`src/rtl/demux_dff_pkg.sv`:
```
// Shared constants for the two-channel demux router.
// This package holds the channel indices, the beat-counter width and the FIFO index-width helper.
package demux_dff_pkg;

    localparam int CH0   = 0;
    localparam int CH1   = 1;
    localparam int CNT_W = 16;

    // Guard against a zero-width pointer if a degenerate depth is ever used.
    function automatic int ptr_width(input int depth);
        return (depth > 1) ? $clog2(depth) : 1;
    endfunction

endpackage

```
`src/rtl/demux_dff_router_chan_fifo.sv`:
```
// Single-channel FIFO: circular storage with modulo-DEPTH pointers.
// A separate occupancy counter tells full apart from empty.
module chan_fifo
    import demux_dff_pkg::*;
#(
    parameter int WIDTH = 8,
    parameter int DEPTH = 2
) (
    input  logic             clk_i,
    input  logic             rst_n_i,
    input  logic             push_i,
    input  logic [WIDTH-1:0] push_data_i,
    input  logic             pop_i,
    output logic             full_o,
    output logic             empty_o,
    output logic [WIDTH-1:0] head_o
);

    localparam int PTR_W = ptr_width(DEPTH);
    localparam int OCC_W = PTR_W + 1;

    logic [WIDTH-1:0] mem_q [DEPTH];
    logic [PTR_W-1:0] wr_ptr_q, wr_ptr_d;
    logic [PTR_W-1:0] rd_ptr_q, rd_ptr_d;
    logic [OCC_W-1:0] occ_q, occ_d;
    logic             push_ok;
    logic             pop_ok;

    assign full_o  = (occ_q == OCC_W'(DEPTH));
    assign empty_o = (occ_q == '0);
    assign head_o  = mem_q[rd_ptr_q];

    assign push_ok = push_i && !full_o;
    assign pop_ok  = pop_i && !empty_o;

    always_comb begin
        wr_ptr_d = wr_ptr_q;
        rd_ptr_d = rd_ptr_q;
        occ_d    = occ_q;
        if (push_ok) begin
            wr_ptr_d = (wr_ptr_q == PTR_W'(DEPTH - 1)) ? '0 : wr_ptr_q + PTR_W'(1);
        end
        if (pop_ok) begin
            rd_ptr_d = (rd_ptr_q == PTR_W'(DEPTH - 1)) ? '0 : rd_ptr_q + PTR_W'(1);
        end
        case ({push_ok, pop_ok})
            2'b10:   occ_d = occ_q + OCC_W'(1);
            2'b01:   occ_d = occ_q - OCC_W'(1);
            default: occ_d = occ_q;
        endcase
    end

    always_ff @(posedge clk_i or negedge rst_n_i) begin
        if (!rst_n_i) begin
            wr_ptr_q <= '0;
            rd_ptr_q <= '0;
            occ_q    <= '0;
        end else begin
            wr_ptr_q <= wr_ptr_d;
            rd_ptr_q <= rd_ptr_d;
            occ_q    <= occ_d;
        end
    end

    // Storage is deliberately unreset; the head is ignored while empty.
    always_ff @(posedge clk_i) begin
        if (push_ok) begin
            mem_q[wr_ptr_q] <= push_data_i;
        end
    end

endmodule

```
`src/rtl/demux_dff_router.sv`:
```
// Two-way demux router: each input beat goes into a per-channel FIFO picked by Sel.
// Each channel has its own wrapping count of accepted beats.
module demux_dff_router
    import demux_dff_pkg::*;
#(
    parameter int WIDTH = 8,
    parameter int DEPTH = 2
) (
    input  logic             Clock,
    input  logic             Resetn,
    input  logic             Sel,
    input  logic             In_valid,
    input  logic [WIDTH-1:0] In_data,
    output logic             In_ready,
    output logic             Q0_valid,
    output logic [WIDTH-1:0] Q0_data,
    input  logic             Q0_ready,
    output logic             Q1_valid,
    output logic [WIDTH-1:0] Q1_data,
    input  logic             Q1_ready,
    output logic [15:0]      Cnt0,
    output logic [15:0]      Cnt1
);

    logic             full0, full1;
    logic             empty0, empty1;
    logic             sel_ch0;
    logic             accept;
    logic             push0, push1;
    logic [CNT_W-1:0] cnt0_q, cnt0_d;
    logic [CNT_W-1:0] cnt1_q, cnt1_d;

    assign sel_ch0 = (Sel == 1'(CH0));

    // A full channel refuses a beat even if it pops on the same edge.
    assign In_ready = sel_ch0 ? !full0 : !full1;
    assign accept   = In_valid && In_ready;
    assign push0    = accept && sel_ch0;
    assign push1    = accept && !sel_ch0;

    chan_fifo #(
        .WIDTH (WIDTH),
        .DEPTH (DEPTH)
    ) u_fifo0 (
        .clk_i       (Clock),
        .rst_n_i     (Resetn),
        .push_i      (push0),
        .push_data_i (In_data),
        .pop_i       (Q0_ready),
        .full_o      (full0),
        .empty_o     (empty0),
        .head_o      (Q0_data)
    );

    chan_fifo #(
        .WIDTH (WIDTH),
        .DEPTH (DEPTH)
    ) u_fifo1 (
        .clk_i       (Clock),
        .rst_n_i     (Resetn),
        .push_i      (push1),
        .push_data_i (In_data),
        .pop_i       (Q1_ready),
        .full_o      (full1),
        .empty_o     (empty1),
        .head_o      (Q1_data)
    );

    assign Q0_valid = !empty0;
    assign Q1_valid = !empty1;

    always_comb begin
        cnt0_d = cnt0_q;
        cnt1_d = cnt1_q;
        if (push0) cnt0_d = cnt0_q + CNT_W'(1);
        if (push1) cnt1_d = cnt1_q + CNT_W'(1);
    end

    always_ff @(posedge Clock or negedge Resetn) begin
        if (!Resetn) begin
            cnt0_q <= '0;
            cnt1_q <= '0;
        end else begin
            cnt0_q <= cnt0_d;
            cnt1_q <= cnt1_d;
        end
    end

    assign Cnt0 = cnt0_q;
    assign Cnt1 = cnt1_q;

endmodule

```
`config.mk`:
```
export PLATFORM = sky130hd
export DESIGN_NAME = demux_dff_router
export DESIGN_NICKNAME = d
export VERILOG_FILES = /design/src/rtl/demux_dff_pkg.sv /design/src/rtl/demux_dff_router_chan_fifo.sv /design/src/rtl/demux_dff_router.sv
export SDC_FILE = /design/constraint.sdc
export NUM_CORES = 1
export LEC_CHECK = 0
export ABC_CLOCK_PERIOD_IN_PS = 3800
export BUFFER_PORTS_ARGS = -buffer_cell sky130_fd_sc_hd__buf_2
export CELL_PAD_IN_SITES_DETAIL_PLACEMENT = 0
export CELL_PAD_IN_SITES_GLOBAL_PLACEMENT = 2
export CORE_MARGIN = 2
export CORE_UTILIZATION = 25
export CTS_CLUSTER_DIAMETER = 50
export DETAILED_ROUTE_END_ITERATION = 8
export PLACE_DENSITY_LB_ADDON = 0.12
export RECOVER_POWER = 25
export SKIP_CTS_REPAIR_TIMING = 1
export SLEW_MARGIN = 20
export SYNTH_ARGS = -nofsm -noshare
export SYNTH_HDL_FRONTEND = slang
export SYNTH_HIERARCHICAL = 1
export SYNTH_SLANG_ARGS = --single-unit
```
`constraint.sdc`:
```
create_clock -name Clock -period 3.8 [get_ports Clock]
set_input_delay 0.19 -clock Clock [delete_from_list [all_inputs] [get_ports Clock]]
set_output_delay 0.19 -clock Clock [all_outputs]
set_load 0.01 [all_outputs]
```
==> key figures <==
Timing
  – Worst Tran Pin Value: 2280 ps
  – Setup violators final: 0
  – Slew HR: -0.519
  – Fin. Hold Viols: 0
  – Final Cycle Share: 0.628
  – Unrepaired setup endpoints after global routing: false
  – Period minus WS final: approximately 2400 ps
  – Fmax: 0.419 GHz
  – Setup total negative slack: 0 ps
  – Clk_skew: 5.00 ps
  – Max-slew violations: 41

CTS
  – Total CTS buffers: 9
  – Clk sinks: 72
  – TritonCTS clock tree: yes
  – Clk buf depth: 2
  – CTS root buf: clkbuf_16
  – Clock Latency Late Sink: 340 ps
  – # H-tree levels: 3
  – Worst-path clk slew: 60 ps

Worst hold path
  – HP Class: input pin to flop
  – Hold Path Cell Cnt: 1

Critical path
  – Worst path bufs/invs: 2
  – Arr. time, crit path: between 2000 and 2500 ps
  – Worst path max stage delay: around 1600 ps
  – Worst-path cell chain: dlygate4sd3_1 -> clkbuf_1
  – Crit path max fanout: 40
  – CP endpoint kind: async pin
  – CP delay by family, top: buffers and inverters
  – R2R cell count: 6
  – Critical path launch point type: input pin
  – WS Path Type: input pin to async pin
  – Required time worst endpoint: 3770 ps
  – Slowest cell on crit path: clkbuf_1
  – CP Depth: 2

Global routing
  – Global-route wire length before repair: 9.97 mm
  – GR Overflow Total: 0
  – Initial antenna violation count: 0
  – Total GRT Usage: 0.105
  – Largest net degree at the start of global routing: 41
  – Vias in the first global route: 1892

Pwr
  – Clk network pwr share: 0.332
  – P_sw: 0.790 mW
  – Seq pwr share: 0.436
  – Max VDD drop: 0.179 mV
  – P_int: 1.80 mW
  – Logic gate share of total power: 0.232
  – Final Power: roughly 2.6 mW
  – Leakage: 1.65 nW
  – Sw frac: 0.305
  – Total power divided by cell area: roughly 680 nW/um^2

Cells and area
  – Design Area, Final: 3780 sq um
  – Nets: 300
  – ANT cells: 0
  – Fraction of layout cells with a size suffix above 1: 0.331
  – Area grow syn2layout: 26.2%
  – Fillers: 1192

Logic synthesis
  – Mapped cell area: 3000 sq um
  – Avg Inst Size Synth: 14.3 sq um
  – Async SR Flop Fraction: 0.556
  – Top cells by count, synth: dfrtp_1 (40), edfxtp_1 (32), xnor2_1 (25), mux2_2 (18), xor2_1 (15)
  – Synth area leaders: dfrtp_1 (33%), edfxtp_1 (32%), xnor2_1 (7.3%), mux2_2 (6.8%), xor2_1 (4.4%)
  – Ys flop type: dfrtp_1
  – Synth area leader: dfrtp_1
  – Yosys top cell area share: 0.334
  – Synth warn: 6
  – Net count after synthesis: 228
  – Netlist cell types: 28
  – Seq cells post-synth: between 70 and 80
  – Post-synthesis sequential area ratio: 0.654
  – Cell count after synthesis: 210
  – Post-synth EDFFs: 32
  – Most numerous cell in the Yosys netlist: dfrtp_1

Place
  – Count of input and output buffers: 64
  – Dpl cell area: between 3000 and 4000 sq um
  – Routability cong.: roughly 0.66
  – Hpwl dp: 4.21 mm

Outcome
  – Status: finished with violations
  – Failing checks: max-capacitance violations, max-slew violations

Die
  – Chip height: 114 um
  – Starting density of the core: 0.253
  – Total core area: 11900 sq um
  – Rows: 40
  – Die area: 12900 sq um
  – I/O pins: 65
  – Die X: 114 um

Drt
  – Final WL: 6.10 mm
  – Initial DRC Count: 51
  – Post-route ant nets: 0
  – DRC viols: 0
  – DRT Pass-1 Iters: 4
  – DR vias: between 1500 and 2000
  – Routed len/inst: 14.1 um
  – Drt via density: about 4.2

Run
  – Max-cap violations: 1
==> per-layer routing <==
metal | vias to the layer above | routed length (um) | track usage | part of all wire
met1 | 885 | 2900 | 0.132 | 0.47
met5 | - | 0 | 0 | 0
li1 | 878 | - | - | -
met3 | 11 | 311 | 0.0393 | 0.051
met2 | 43 | 2720 | 0.152 | 0.45
met4 | 0 | 171 | 0.0659 | 0.028
==> cell families after synthesis <==
logic type                 after synthesis  share of synthesized area
xor gates and xnor gates                40                      0.117
adders and majority gates                4                     0.0167
buffers and inverters                   12                     0.0184
DFF                                     72                      0.654
muxes                                   19                     0.0709
and+or+nand+nor                         63                      0.123
==> power groups by stage <==
stage | Clock, mW | Sequential (mW) | Combinational, mW
after floorplan | 0 | 1.10 | 0.413
after global placement | 0 | 1.15 | 0.616
after detailed placement | 0 | 1.15 | 0.612
after CTS | 0.897 | 1.13 | 0.618
after global routing | 0.928 | 1.16 | 0.668
final | 0.859 | 1.13 | 0.600
==> state kept, by name, indices dropped and copies added (netlist names), 2 cells and up <==
| register | cells |
|---|---|
| Cnt0 | 16 |
| Cnt1 | 16 |
| u_fifo0/mem_q | 16 |
| u_fifo0/occ_q | 2 |
| u_fifo1/mem_q | 16 |
| u_fifo1/occ_q | 2 |
==> metrics by stage <==
step	worst slack, ps	hold slack (ps)	instances	util
2_1_floorplan	1800	-106	210	-
4_1_cts	1410	55.4	433	0.319
3_3_place_gp	1490	414	417	0.293
6_report	1420	128	434	0.319
5_1_grt	783	124	434	0.319
3_5_place_dp	1420	412	417	0.293
==> cells in the final DEF, fill, tap and decap left out, drive strengths merged <==
cell type,synthesis,routed
and2,2,2
and3,6,6
and3b,1,1
and4,2,2
and4b,1,1
and4bb,1,1
buf,3,55
bufinv,0,1
clkbuf,1,19
clkinv,0,4
clkinvlp,0,1
dfrtp,40,40
dlygate4sd3,0,1
edfxtp,32,32
ha,4,4
inv,8,8
mux2,18,18
mux2i,1,1
nand2,13,13
nand2b,2,2
nand3,8,8
nand4,5,5
nor2,12,12
nor2b,2,2
nor3,2,2
nor3b,2,2
nor4,1,1
nor4b,1,1
or3b,2,2
xnor2,25,25
xor2,15,15
==> final cells by class <==
type / instances / area [sq um] / share of cell area
clock buffers: 10 / 239 / 0.0631
clock inverters: 6 / 68.8 / 0.0182
inverters: 8 / 30.0 / 0.00793
multi-input cells: 126 / 982 / 0.260
flip-flops and latches: 72 / 1960 / 0.518
well taps: 147 / 184 / 0.0486
repair buffers: 65 / 319 / 0.0843
==> worst paths after layout <==
check / endpoint / startpoint / slack, ps
min in group asynchronous: Cnt1[12] / Resetn / 1060
setup / recovery: Cnt0[15] / Resetn / 1420
hold reg to reg: Cnt1[15] / Cnt1[15] / 460
hold / removal: u_fifo0/mem_q[1][0] / In_data[0] / 130
setup reg to reg: u_fifo0/mem_q[0][1] / u_fifo0/occ_q[0] / 1470
max in group Clock: u_fifo0/mem_q[0][1] / u_fifo0/occ_q[0] / 1470
Note: power is estimated with default switching activity, not from simulation.
